`src/rtl/cpu_types_pkg.sv`:
```
// rtl/cpu_types_pkg.sv - shared CPU memory-side types
package cpu_types_pkg;

  typedef logic [31:0] word_t;

  typedef enum logic [1:0] {
    FREE,
    BUSY,
    ACCESS,
    ERROR
  } ramstate_t;

  typedef enum logic [1:0] {
    IDLE,
    GRANT_I,
    GRANT_D
  } arb_owner_t;

  localparam int STARVE_CNT_W = 8;

  function automatic logic ram_settled(input ramstate_t st);
    return (st == ACCESS) || (st == ERROR);
  endfunction

endpackage

```
`src/rtl/mem_arbiter_if.sv`:
```
// rtl/mem_arbiter_if.sv - cache-side and RAM-side signals of the memory arbiter
interface mem_arbiter_if #(
  parameter int ADDR_W = 32
);
  import cpu_types_pkg::*;

  logic              iREN;
  logic [ADDR_W-1:0] iaddr;
  logic              iwait;
  word_t             iload;
  logic              dREN;
  logic              dWEN;
  logic [ADDR_W-1:0] daddr;
  word_t             dstore;
  logic              dwait;
  word_t             dload;
  logic              ramREN;
  logic              ramWEN;
  logic [ADDR_W-1:0] ramaddr;
  word_t             ramstore;
  word_t             ramload;
  ramstate_t         ramstate;
  logic              starved;

  modport slave (
    input  iREN, iaddr, dREN, dWEN, daddr, dstore, ramload, ramstate,
    output iwait, iload, dwait, dload, ramREN, ramWEN, ramaddr, ramstore, starved
  );

  modport master (
    output iREN, iaddr, dREN, dWEN, daddr, dstore, ramload, ramstate,
    input  iwait, iload, dwait, dload, ramREN, ramWEN, ramaddr, ramstore, starved
  );

endinterface

```
`src/rtl/mem_arbiter_starve_counter.sv`:
```
// rtl/mem_arbiter_starve_counter.sv - saturating count of consecutive denied fetch cycles
module starve_counter
  import cpu_types_pkg::*;
#(
  parameter int STARVE_MAX = 8
) (
  input  logic clk,
  input  logic rst,
  input  logic inc,
  input  logic clr,
  output logic sat
);

  logic [STARVE_CNT_W-1:0] cnt;

  always_ff @(posedge clk or posedge rst) begin
    if (rst) begin
      cnt <= '0;
    end else if (clr) begin
      cnt <= '0;
    end else if (inc && !sat) begin
      cnt <= cnt + 1'b1;
    end
  end

  assign sat = (cnt == STARVE_CNT_W'(STARVE_MAX));

endmodule

```
`src/rtl/mem_arbiter.sv`:
```
// rtl/mem_arbiter.sv - shares one RAM port between instruction fetch and data access
// Registered owner, data priority, fetch forced through once the starvation counter saturates.
module mem_arbiter
  import cpu_types_pkg::*;
#(
  parameter int STARVE_MAX = 8,
  parameter int ADDR_W     = 32
) (
  input logic          CLK,
  input logic          RST,
  mem_arbiter_if.slave bus
);

  arb_owner_t        owner;
  arb_owner_t        owner_nxt;
  logic              i_req;
  logic              d_req;
  logic              owner_req;
  logic              hold;
  logic              starve_sat;
  logic              starve_inc;
  logic              ram_ren;
  logic              ram_wen;
  logic [ADDR_W-1:0] addr_mux;
  word_t             store_mux;

  assign i_req = bus.iREN;
  assign d_req = bus.dREN | bus.dWEN;

  always_ff @(posedge CLK or posedge RST) begin
    if (RST) begin
      owner <= IDLE;
    end else begin
      owner <= owner_nxt;
    end
  end

  always_comb begin
    owner_req = 1'b0;
    case (owner)
      GRANT_I: owner_req = i_req;
      GRANT_D: owner_req = d_req;
      default: owner_req = 1'b0;
    endcase
  end

  // A grant persists only while its request is up and the RAM has not finished or faulted.
  assign hold = owner_req && !ram_settled(bus.ramstate);

  always_comb begin
    owner_nxt = IDLE;
    if (hold) begin
      owner_nxt = owner;
    end else if (starve_sat && i_req) begin
      owner_nxt = GRANT_I;
    end else if (d_req) begin
      owner_nxt = GRANT_D;
    end else if (i_req) begin
      owner_nxt = GRANT_I;
    end
  end

  always_comb begin
    ram_ren   = 1'b0;
    ram_wen   = 1'b0;
    addr_mux  = '0;
    store_mux = '0;
    case (owner)
      GRANT_I: begin
        ram_ren  = i_req;
        addr_mux = bus.iaddr;
      end
      GRANT_D: begin
        ram_wen   = bus.dWEN;
        ram_ren   = bus.dREN & ~bus.dWEN;
        addr_mux  = bus.daddr;
        store_mux = bus.dstore;
      end
      default: ;
    endcase
  end

  assign bus.ramREN   = ram_ren;
  assign bus.ramWEN   = ram_wen;
  assign bus.ramaddr  = addr_mux;
  assign bus.ramstore = store_mux;

  assign bus.iwait = ~((owner == GRANT_I) && i_req && (bus.ramstate == ACCESS));
  assign bus.dwait = ~((owner == GRANT_D) && d_req && (bus.ramstate == ACCESS));
  assign bus.iload = bus.ramload;
  assign bus.dload = bus.ramload;

  assign starve_inc = i_req && (owner_nxt != GRANT_I);

  starve_counter #(
    .STARVE_MAX(STARVE_MAX)
  ) u_starve (
    .clk(CLK),
    .rst(RST),
    .inc(starve_inc),
    .clr(~starve_inc),
    .sat(starve_sat)
  );

  assign bus.starved = starve_sat;

endmodule

```
`src/flat_wrapper.sv`:
```
// flat-port wrapper written by rule: the top's interface ports become plain ports
module mem_arbiter_flat import cpu_types_pkg::*;
#(
  parameter int STARVE_MAX = 8,
  parameter int ADDR_W     = 32
)
  (CLK, RST, bus_iREN, bus_iaddr, bus_dREN, bus_dWEN, bus_daddr, bus_dstore, bus_ramload, bus_ramstate, bus_iwait, bus_iload, bus_dwait, bus_dload, bus_ramREN, bus_ramWEN, bus_ramaddr, bus_ramstore, bus_starved);
  mem_arbiter_if #(.ADDR_W(ADDR_W)) bus_i ();
  input logic CLK;
  input logic RST;
  input wire logic [$bits(bus_i.iREN)-1:0] bus_iREN;
  input wire logic [$bits(bus_i.iaddr)-1:0] bus_iaddr;
  input wire logic [$bits(bus_i.dREN)-1:0] bus_dREN;
  input wire logic [$bits(bus_i.dWEN)-1:0] bus_dWEN;
  input wire logic [$bits(bus_i.daddr)-1:0] bus_daddr;
  input wire logic [$bits(bus_i.dstore)-1:0] bus_dstore;
  input wire logic [$bits(bus_i.ramload)-1:0] bus_ramload;
  input wire logic [$bits(bus_i.ramstate)-1:0] bus_ramstate;
  output wire logic [$bits(bus_i.iwait)-1:0] bus_iwait;
  output wire logic [$bits(bus_i.iload)-1:0] bus_iload;
  output wire logic [$bits(bus_i.dwait)-1:0] bus_dwait;
  output wire logic [$bits(bus_i.dload)-1:0] bus_dload;
  output wire logic [$bits(bus_i.ramREN)-1:0] bus_ramREN;
  output wire logic [$bits(bus_i.ramWEN)-1:0] bus_ramWEN;
  output wire logic [$bits(bus_i.ramaddr)-1:0] bus_ramaddr;
  output wire logic [$bits(bus_i.ramstore)-1:0] bus_ramstore;
  output wire logic [$bits(bus_i.starved)-1:0] bus_starved;
  assign bus_i.iREN = bus_iREN;
  assign bus_i.iaddr = bus_iaddr;
  assign bus_i.dREN = bus_dREN;
  assign bus_i.dWEN = bus_dWEN;
  assign bus_i.daddr = bus_daddr;
  assign bus_i.dstore = bus_dstore;
  assign bus_i.ramload = bus_ramload;
  assign bus_i.ramstate = bus_ramstate;
  assign bus_iwait = bus_i.iwait;
  assign bus_iload = bus_i.iload;
  assign bus_dwait = bus_i.dwait;
  assign bus_dload = bus_i.dload;
  assign bus_ramREN = bus_i.ramREN;
  assign bus_ramWEN = bus_i.ramWEN;
  assign bus_ramaddr = bus_i.ramaddr;
  assign bus_ramstore = bus_i.ramstore;
  assign bus_starved = bus_i.starved;
  mem_arbiter #(.STARVE_MAX(STARVE_MAX), .ADDR_W(ADDR_W)) u_core (.CLK(CLK), .RST(RST), .bus(bus_i));
endmodule
```
`config.mk`:
```
export PLATFORM = sky130hd
export DESIGN_NAME = mem_arbiter_flat
export DESIGN_NICKNAME = d
export VERILOG_FILES = /design/src/rtl/cpu_types_pkg.sv /design/src/rtl/mem_arbiter_if.sv /design/src/rtl/mem_arbiter_starve_counter.sv /design/src/rtl/mem_arbiter.sv /design/src/flat_wrapper.sv
export SDC_FILE = /design/constraint.sdc
export NUM_CORES = 1
export LEC_CHECK = 0
export CAP_MARGIN = 40
export CORE_AREA = 2 2 104 106
export DETAILED_ROUTE_END_ITERATION = 12
export DIE_AREA = 0 0 106 108
export GPL_ROUTABILITY_DRIVEN = 0
export SYNTH_ARGS = -nofsm -noshare
export SYNTH_HDL_FRONTEND = slang
export SYNTH_SLANG_ARGS = --single-unit
```
`constraint.sdc`:
```
create_clock -name CLK -period 2 [get_ports CLK]
set_input_delay 0.3 -clock CLK [delete_from_list [all_inputs] [get_ports CLK]]
set_output_delay 0.3 -clock CLK [all_outputs]
set_load 0.03 [all_outputs]
```
# Yosys cells after proc, flatten, opt, wreduce, memory -nomap -nowiden
# Cells that the tools add are included.
[totals]
register_bits = 10
inputBits = 135
out_inout_bits = 133
elab_cells = 37
[classes]
add_sub_neg = 1
n_eq_ne = 7
muxes = 11
bitwise = 5
reduce_logical = 11
[ops]
columns = ["op", "n"]
rows = [
  ["32-bit one-hot mux with 2 select lines", 1],
  ["32-bit two-way mux", 1],
  ["8-bit two-way mux", 2],
  ["8-bit by 1-bit adder with 8-bit output, second input constant", 1],
  ["8-bit by 4-bit == test with 1-bit output, second input constant", 1],
  ["1-bit logical AND", 8],
  ["2-bit == test, second input constant", 3],
  ["2-bit two-way mux", 3],
  ["2-bit by 1-bit inequality test with 1-bit output, second input constant", 2],
  ["1-bit one-hot mux with 2 select lines", 2],
  ["1-bit NOT", 3],
  ["2-bit by 1-bit == test with 1-bit output, second input constant", 1],
  ["1-bit logical NOT", 2],
  ["1-bit two-way mux", 2],
  ["1-bit AND", 1],
  ["1-bit logical OR", 1],
  ["1-bit bitwise OR", 1],
]

# Depth between registers and ports, before layout
# Gate-level depths: netlist of run 1.
[depth]
ltp_word = 10
mapped_depth = 7
ltp_nobuf = 6

# Hierarchy
# From an unflattened synthesis of run 1, not the netlist that was laid out.
[hier_totals]
hier_cells = 250
hier_area_um2 = 1820.5
[by_module_without_submodules]
columns = ["mod", "instances", "cells_per_inst", "area_each_um2", "seq_area_each_um2"]
rows = [
  ["mem_arbiter", 1, 203, 1366.3, 50.0],
  ["starve_counter", 1, 47, 454.2, 200.2],
]

# Worst setup path after synthesis of run 1
# No wires, ideal clock.
[synth_timing]
kind = "register to output"
start = "register u_core.owner[0]"
end = "output bus_ramaddr[27]"
arrival_time_ns = 1.700
required_ns = 1.700
setup_slack_ns = 0.000
stages_incl_launch_ff = 7
n_path_buf = 2
cell_sequence = "dfrtp_1 -> inv_1 -> ha_1 -> clkbuf_1 -> clkbuf_1 -> a22oi_1 -> nor2_1"
[synth_via]
elab_chain_len = 2
word_cells_on_any_way = 3
classes_between = "eq/ne (2); mux (1)"
[synth_lines]
columns = ["element", "line_no", "source"]
rows = [
  ["start: declaration", "mem_arbiter.sv:14", "arb_owner_t owner;"],
  ["start signal: assignment", "mem_arbiter.sv:34", "owner <= owner_nxt;"],
  ["2-bit == test / 2-bit by 1-bit == test with 1-bit output (equally long branches)", "mem_arbiter.sv:68", "case (owner)"],
  ["32-bit one-hot mux with 2 select lines *", "mem_arbiter.sv:68", ""],
  ["end: declaration", "flat_wrapper.sv:25", "output wire logic [$bits(bus_i.ramaddr)-1:0] bus_ramaddr;"],
]
# Every way passes the cells marked *; elsewhere a longest branch is shown, timed or not.

# Final worst setup path of run 1
[layout_timing]
start = "register u_core.owner[1]"
end = "output bus_ramaddr[0]"
# Same word-level chain as after synthesis.

==> reports/results.txt, run 1 <==
Result of the run = finished, final reports clean
CTS H-tree depth = 1
R2R Path Start = u_core.owner[0]
Clock Skew = 0.000650 ns
Drt drc = 0
Crit. Startpoint = u_core.owner[1]
Final Setup Violations = 0
Core area = 10200 um2
Fin crit period = 1.90 ns
Max frequency = 0.526 GHz
Critical path cell sequence = inv_1, ha_1, buf_4, a22oi_1, nor2_1, buf_4
Crit start category = flop
Final Hold Vio Count = 0
GR met1 Demand/Resource = 0.121
Skew-Pair Late Insertion Delay = 0.23 ns
RSZ-0062 raised after global routing = no
Worst Tran Pin Value = 0.371 ns
Netlist cell types = 30
Layout Nets = 482
DRT iter0 DRCs = 84
Mean area per synthesized cell = 7.14 um2
Required @ worst endpoint = 1.70 ns
Delay of the slowest critical-path stage = 0.40 ns
Slew Limit Fails = 0
Ranking of synthesized cells by area = buf_4 28%, dfrtp_1 15%, a22oi_1 14%, and2_1 12%, nor2_1 9.4%
Critical Path Most Common Cell = buf_4
Area leader, netlist = buf_4
Critical path data arrival time = 1.60 ns
Die height = 108 um
CTS Sinks = 10
Reg2reg path depth = 7
Port Buffers = 171
Synth Area in XOR/XNOR = 0.0358
R2R Path End = u_core.u_starve.cnt[2]
Final Cycle Share = 0.950
VDD IR max = 0.337 mV
Relative slew slack = 0.752
Compound-Gate Fraction of Synth Area = 0.172
Ys flop type = dfrtp_1
Most frequent cells after synthesis = 65 x buf_4, 43 x nor2_1, 33 x and2_1
Cell row count = 37
Vias = 1914
Setup Crit Path Kind = flop to output port
Post-DP HPWL = 5.77 mm
Lkg Pwr = 1.32 nW
Hold WC Path Type = input pin to async pin
Yosys top cell area share = 0.285
Crit path capture = bus_ramaddr[0]
Most frequent cell after synthesis = buf_4
Clk root buf = clkbuf_8
Routed wire length = 7.21 mm
CTS tree = built
Synth Cell Area = 1710 um2
Area delta synth->final = 79.5%
Initial antenna violation count = 0
P per Cell Area = 535 nW/um2
Post-synth net total = 379
GRT met3 Usage = 0.0175
Slowest CP cell = dfrtp_2
DR WL/cell = 15.1 um
GRT Residual Overflow = 0
DRT antenna net count = 0
Cells after Synth = 240
Initial Util = 0.168
GRT Overall Usage = 0.112
Die width = 106 um
EDFF count, synth = 0
Setup TNS = 0 ns
Worst-path clk slew = 0.04 ns
# IOs = 268
Layout cell share with drive strength beyond 1 = 0.267
Synth Register Bits = 10
Flop2flop setup slack = 0.22 ns
Num CTS Buffers = 3
Drt first pass iters = 4
Multiplexer area fraction after synthesis = 0.0212
Critical path fanouts, max = 10
Ant. Diodes = 0
CTS max path bufs = 2
Largest family of logic cells by synthesized area = buffers and inverters
Total die area = 11400 um2
FFs w/ async S/R, synth = 1.00
Met2 usage = 0.219
Simple-Gate Fraction of Synth Area = 0.266
Hold Buf Count CTS = 0
Synth Area in Adders = 0.0292
Vias per cell = 4.01
Hold WS = 0.341 ns
Worst setup EP type = output port
Max cap viols = 0
Most Crowded Layer GR = met2
YS warnings = 0
Vias in the first global route = 1856
Largest net degree at the start of global routing = 33
Sequential-to-total area share from yosys stat = 0.146
First-pass GRT wire length = 10.2 mm
-- layout make-up --
class / instances / area [um2]
Clock buffer: 3 / 41.3
Timing Repair Buffer: 178 / 1670
Inverter: 5 / 18.8
Fill cell: 1092 / 7150
Sequential cell: 10 / 251
Tap cell: 136 / 170
Multi-Input combinational cell: 145 / 925
-- critical path: cells and delay by family, from the launching register on --
family	cells	cell delay (ns)
flip-flops	1	0.40
adder cells (fa/ha/maj)	1	0.23
AND/OR/NAND/NOR	1	0.07
buffers and inverters	3	0.43
AO/OA/AOI/OAI	1	0.24
-- power by group --
group / total (W) / switching, W / internal [W]
clock: 0.000202 / 0.0000711 / 0.000131
sequential: 0.000227 / 0.0000119 / 0.000215
combinational: 0.00122 / 0.000646 / 0.000570
total: 0.00165 / 0.000729 / 0.000916
-- flip-flops by register name (all words and copies together) (netlist names) --
name,count
u_core.u_starve.cnt,8
u_core.owner,2
-- worst min-delay path by stage --
stage | startpoint | end | slack (ns) | cells after the start
3_5_place_dp | u_core.owner[1] | u_core.owner[1] | 0.57 | 1
6_report | RST | u_core.u_starve.cnt[3] | 0.34 | 2
3_3_place_gp | u_core.u_starve.cnt[7] | u_core.u_starve.cnt[7] | 0.56 | 2
2_1_floorplan | RST | u_core.owner[0] | 0.14 | 1
4_1_cts | RST | u_core.u_starve.cnt[3] | 0.36 | 2
5_1_grt | RST | u_core.u_starve.cnt[3] | 0.39 | 2
-- placed cells by master (no fill, tap or decap), types with 2 or more instances in the layout --
cell type | synthesis | routed
clkdlybuf4s50_1 | 0 | 102
o21ai_0 | 3 | 3
and2_1 | 33 | 33
nand3_1 | 3 | 3
a22oi_1 | 32 | 31
nand2_1 | 3 | 3
inv_1 | 5 | 4
a21oi_1 | 2 | 2
dfrtp_1 | 10 | 9
buf_12 | 0 | 4
nor2_1 | 43 | 42
clkbuf_8 | 0 | 3
xnor2_1 | 5 | 5
buf_4 | 65 | 70
ha_1 | 4 | 3
xor2_1 | 2 | 2
-- timing repair --
item                       in CTS  in global routing
pin swaps                       0                  1
setup endpoints to repair       1                 26
gates cloned                    1                  0
resized for setup               1                  7
setup buffers                   0                  1
-- per-stage QoR --
step	setup WS (ns)	util	instance area [um2]	std cells	power [W]
global route	0.00652	0.301	3080	477	0.00174
floorplan	0.000338	-	1710	240	0.00109
detailed placement	0.127	0.290	2970	472	0.00141
global placement	0.163	0.290	2970	472	0.00140
finish	0.0999	0.301	3080	477	0.00165
CTS	0.0181	0.298	3050	476	0.00166
-- per-layer routing --
layer | wire (um) | part of all wire | vias to the layer above
met5 | 0 | 0 | -
met2 | 3900 | 0.54 | 75
met1 | 2630 | 0.36 | 877
met3 | 454 | 0.063 | 33
met4 | 226 | 0.031 | 0
li1 | - | - | 929
-- kinds of logic (layout without fill, tap and decap cells) --
group / after synthesis / in the layout
and+or+nand+nor: 90 / 90
buffers and inverters: 85 / 186
AOI/OAI and AO/OA: 41 / 41
DFF: 10 / 10
xor gates and xnor gates: 7 / 7
adders and majority gates: 4 / 4
muxes: 3 / 3
(Power assumes the default switching activity.)
==> run 2, diff against run 1 <==
--- a/config.mk
+++ b/config.mk
@@ -10,6 +10,7 @@
 export DETAILED_ROUTE_END_ITERATION = 12
 export DIE_AREA = 0 0 106 108
 export GPL_ROUTABILITY_DRIVEN = 0
+export REMOVE_ABC_BUFFERS = 1
 export SYNTH_ARGS = -nofsm -noshare
 export SYNTH_HDL_FRONTEND = slang
 export SYNTH_SLANG_ARGS = --single-unit
==> constraint.sdc (replaced) <==
create_clock -name CLK -period 1.99 [get_ports CLK]
set_input_delay 0.2985 -clock CLK [delete_from_list [all_inputs] [get_ports CLK]]
set_output_delay 0.2985 -clock CLK [all_outputs]
set_load 0.03 [all_outputs]
==> reports/results.txt, run 2 (synthesized netlist as in run 1, its figures left out) <==
DRT iter0 DRCs = 172 (+100%)
Port Buffers = 171 (unchanged)
CTS max path bufs = 2 (unchanged)
Most common cell after layout, fill and taps aside = clkdlybuf4s50_1
Drt drc = 0 (unchanged)
Vias per cell = 4.32 (+7.6%)
Final Power = 0.00171 W (+4.1%)
# IOs = 268 (unchanged)
Worst Tran Pin Value = 0.410 ns (+0.0386 ns)
Hold WC Path Type = input pin to async pin
P per Cell Area = 539 nW/um2 (+0.80%)
Skew-Pair Late Insertion Delay = 0.23 ns (about the same)
Relative slew slack = 0.727 (-0.0258)
Met2 usage = 0.196 (-0.0226)
Max frequency = 0.535 GHz
Placed cell count = 474 (+0.42%)
Fin cells = 478 (+0.21%)
First-pass GRT wire length = 13.0 mm (+27%)
Final Hold Vio Count = 0 (unchanged)
Fin crit period = 1.87 ns
Core area = 10200 um2 (unchanged)
Most Crowded Layer GR = met2
Post-DP HPWL = 7.80 mm (+35%)
Final Setup Violations = 0 (unchanged)
Required @ worst endpoint = 1.69 ns (about the same)
CTS Sinks = 10 (unchanged)
Critical path data arrival time = 1.57 ns (-0.03 ns)
DR WL/cell = 20.6 um (+36%)
Worst-path clk slew = 0.05 ns (about the same)
Die width = 106 um (unchanged)
Most frequent cells in the layout = 102 x clkdlybuf4s50_1, 60 x buf_4, 43 x nor2_1
Design Area, Final = 3180 um2 (+3.3%)
Clock Skew = 0.00357 ns (+0.00292 ns)
Most flops, register = u_core.u_starve.cnt
GRT met3 Usage = 0.142 (+0.125)
Initial Util = 0.168 (unchanged)
Setup TNS = 0 ns (unchanged)
Crit start category = flop
VDD IR max = 0.406 mV (+20%)
Vias in the first global route = 2054 (+11%)
DRT antenna net count = 0 (unchanged)
Largest net degree at the start of global routing = 45 (+36%)
CTS H-tree depth = 1 (unchanged)
Routed wire length = 9.84 mm (+37%)
Lkg Pwr = 1.34 nW (+2.0%)
Num CTS Buffers = 3 (unchanged)
Setup Crit Path Kind = flop to output port
Area delta synth->final = 85.3%
GRT Overall Usage = 0.151 (+0.0387)
Layout cell share with drive strength beyond 1 = 0.260 (-0.00663)
Max cap viols = 0 (unchanged)
GR met1 Demand/Resource = 0.178 (+0.0575)
Total die area = 11400 um2 (unchanged)
Critical path fanouts, max = 21 (+11)
CTS tree = built
Clk root buf = clkbuf_8
Post-Route Utilization = 0.311 (+0.00978)
Ant. Diodes = 0 (unchanged)
Drt first pass iters = 4 (unchanged)
Placed cell area = 3080 um2 (+3.6%)
Result of the run = finished, final reports clean
Max FFs per register = 8 (unchanged)
GRT Residual Overflow = 0 (unchanged)
Vias = 2063 (+7.8%)
Initial antenna violation count = 0 (unchanged)
Worst setup EP type = output port
Die height = 108 um (unchanged)
Largest registers = u_core.u_starve.cnt (8), u_core.owner (2)
Cell row count = 37 (unchanged)
Layout Nets = 483 (+0.21%)
Final Cycle Share = 0.938
Slew Limit Fails = 0 (unchanged)
## run 2: cell type report
type,count,area [um2]
multi-input combinational,145,920
fill,1089,7050
timing repair buffer,179,1780
sequential,10,251
inverter,5,18.8
clock buffer,3,41.3
tap,136,170
## run 2: where the power goes
part	leakage (nW)	switching (W)	internal, W
Clock	0.0216	0.0000730	0.000132
Sequential	0.133	0.0000125	0.000216
Combinational	1.19	0.000678	0.000601
## run 2: per-layer routing
metal	vias up	wire length, um
li1	930	-
met1	941	4050
met2	180	3850
met3	7	1790
met4	5	41
met5	-	115
## run 2: worst max-delay path: stages, from the launching register on
cell and delay [ns]:
dfrtp_1 0.40, inv_2 0.10, ha_4 0.21, buf_8 0.18, nand3b_1 0.09, a21oi_1 0.18
buf_4 0.18
## run 2: timing repair
item                       CTS  global route
setup endpoints to repair    3            36
hold buffers                 0             0
setup buffers                0             0
resized for setup            3            10
gates cloned                 0             1
## run 2: path summary, 6_finish.rpt
path	start	slack, ns	cells after the start	endpoint
setup / recovery	u_core.owner[0]	0.12	6	bus_ramREN
hold / removal	RST	0.37	2	u_core.u_starve.cnt[6]
setup reg to reg	u_core.owner[1]	0.21	6	u_core.u_starve.cnt[2]
hold reg to reg	u_core.u_starve.cnt[7]	0.59	2	u_core.u_starve.cnt[7]
max in group asynchronous	RST	1.31	2	u_core.owner[1]
min in group CLK	u_core.u_starve.cnt[7]	0.59	2	u_core.u_starve.cnt[7]
## run 2: stage by stage
stage          setup slack [ns]  hold slack, ns
3_5_place_dp            -0.0746           0.575
6_report                  0.123           0.368
4_1_cts                  0.0240           0.382
5_1_grt                -0.00198           0.400
3_3_place_gp            -0.0717           0.552
2_1_floorplan            -0.537           0.139
==> run 3, diff against run 2 <==
--- a/config.mk
+++ b/config.mk
@@ -7,6 +7,7 @@
 export LEC_CHECK = 0
 export CAP_MARGIN = 40
 export CORE_AREA = 2 2 104 106
+export CTS_CLUSTER_DIAMETER = 80
 export DETAILED_ROUTE_END_ITERATION = 12
 export DIE_AREA = 0 0 106 108
 export GPL_ROUTABILITY_DRIVEN = 0
==> results of run 3 <==
Final layout, timing and power as in run 2 (identical DEF).
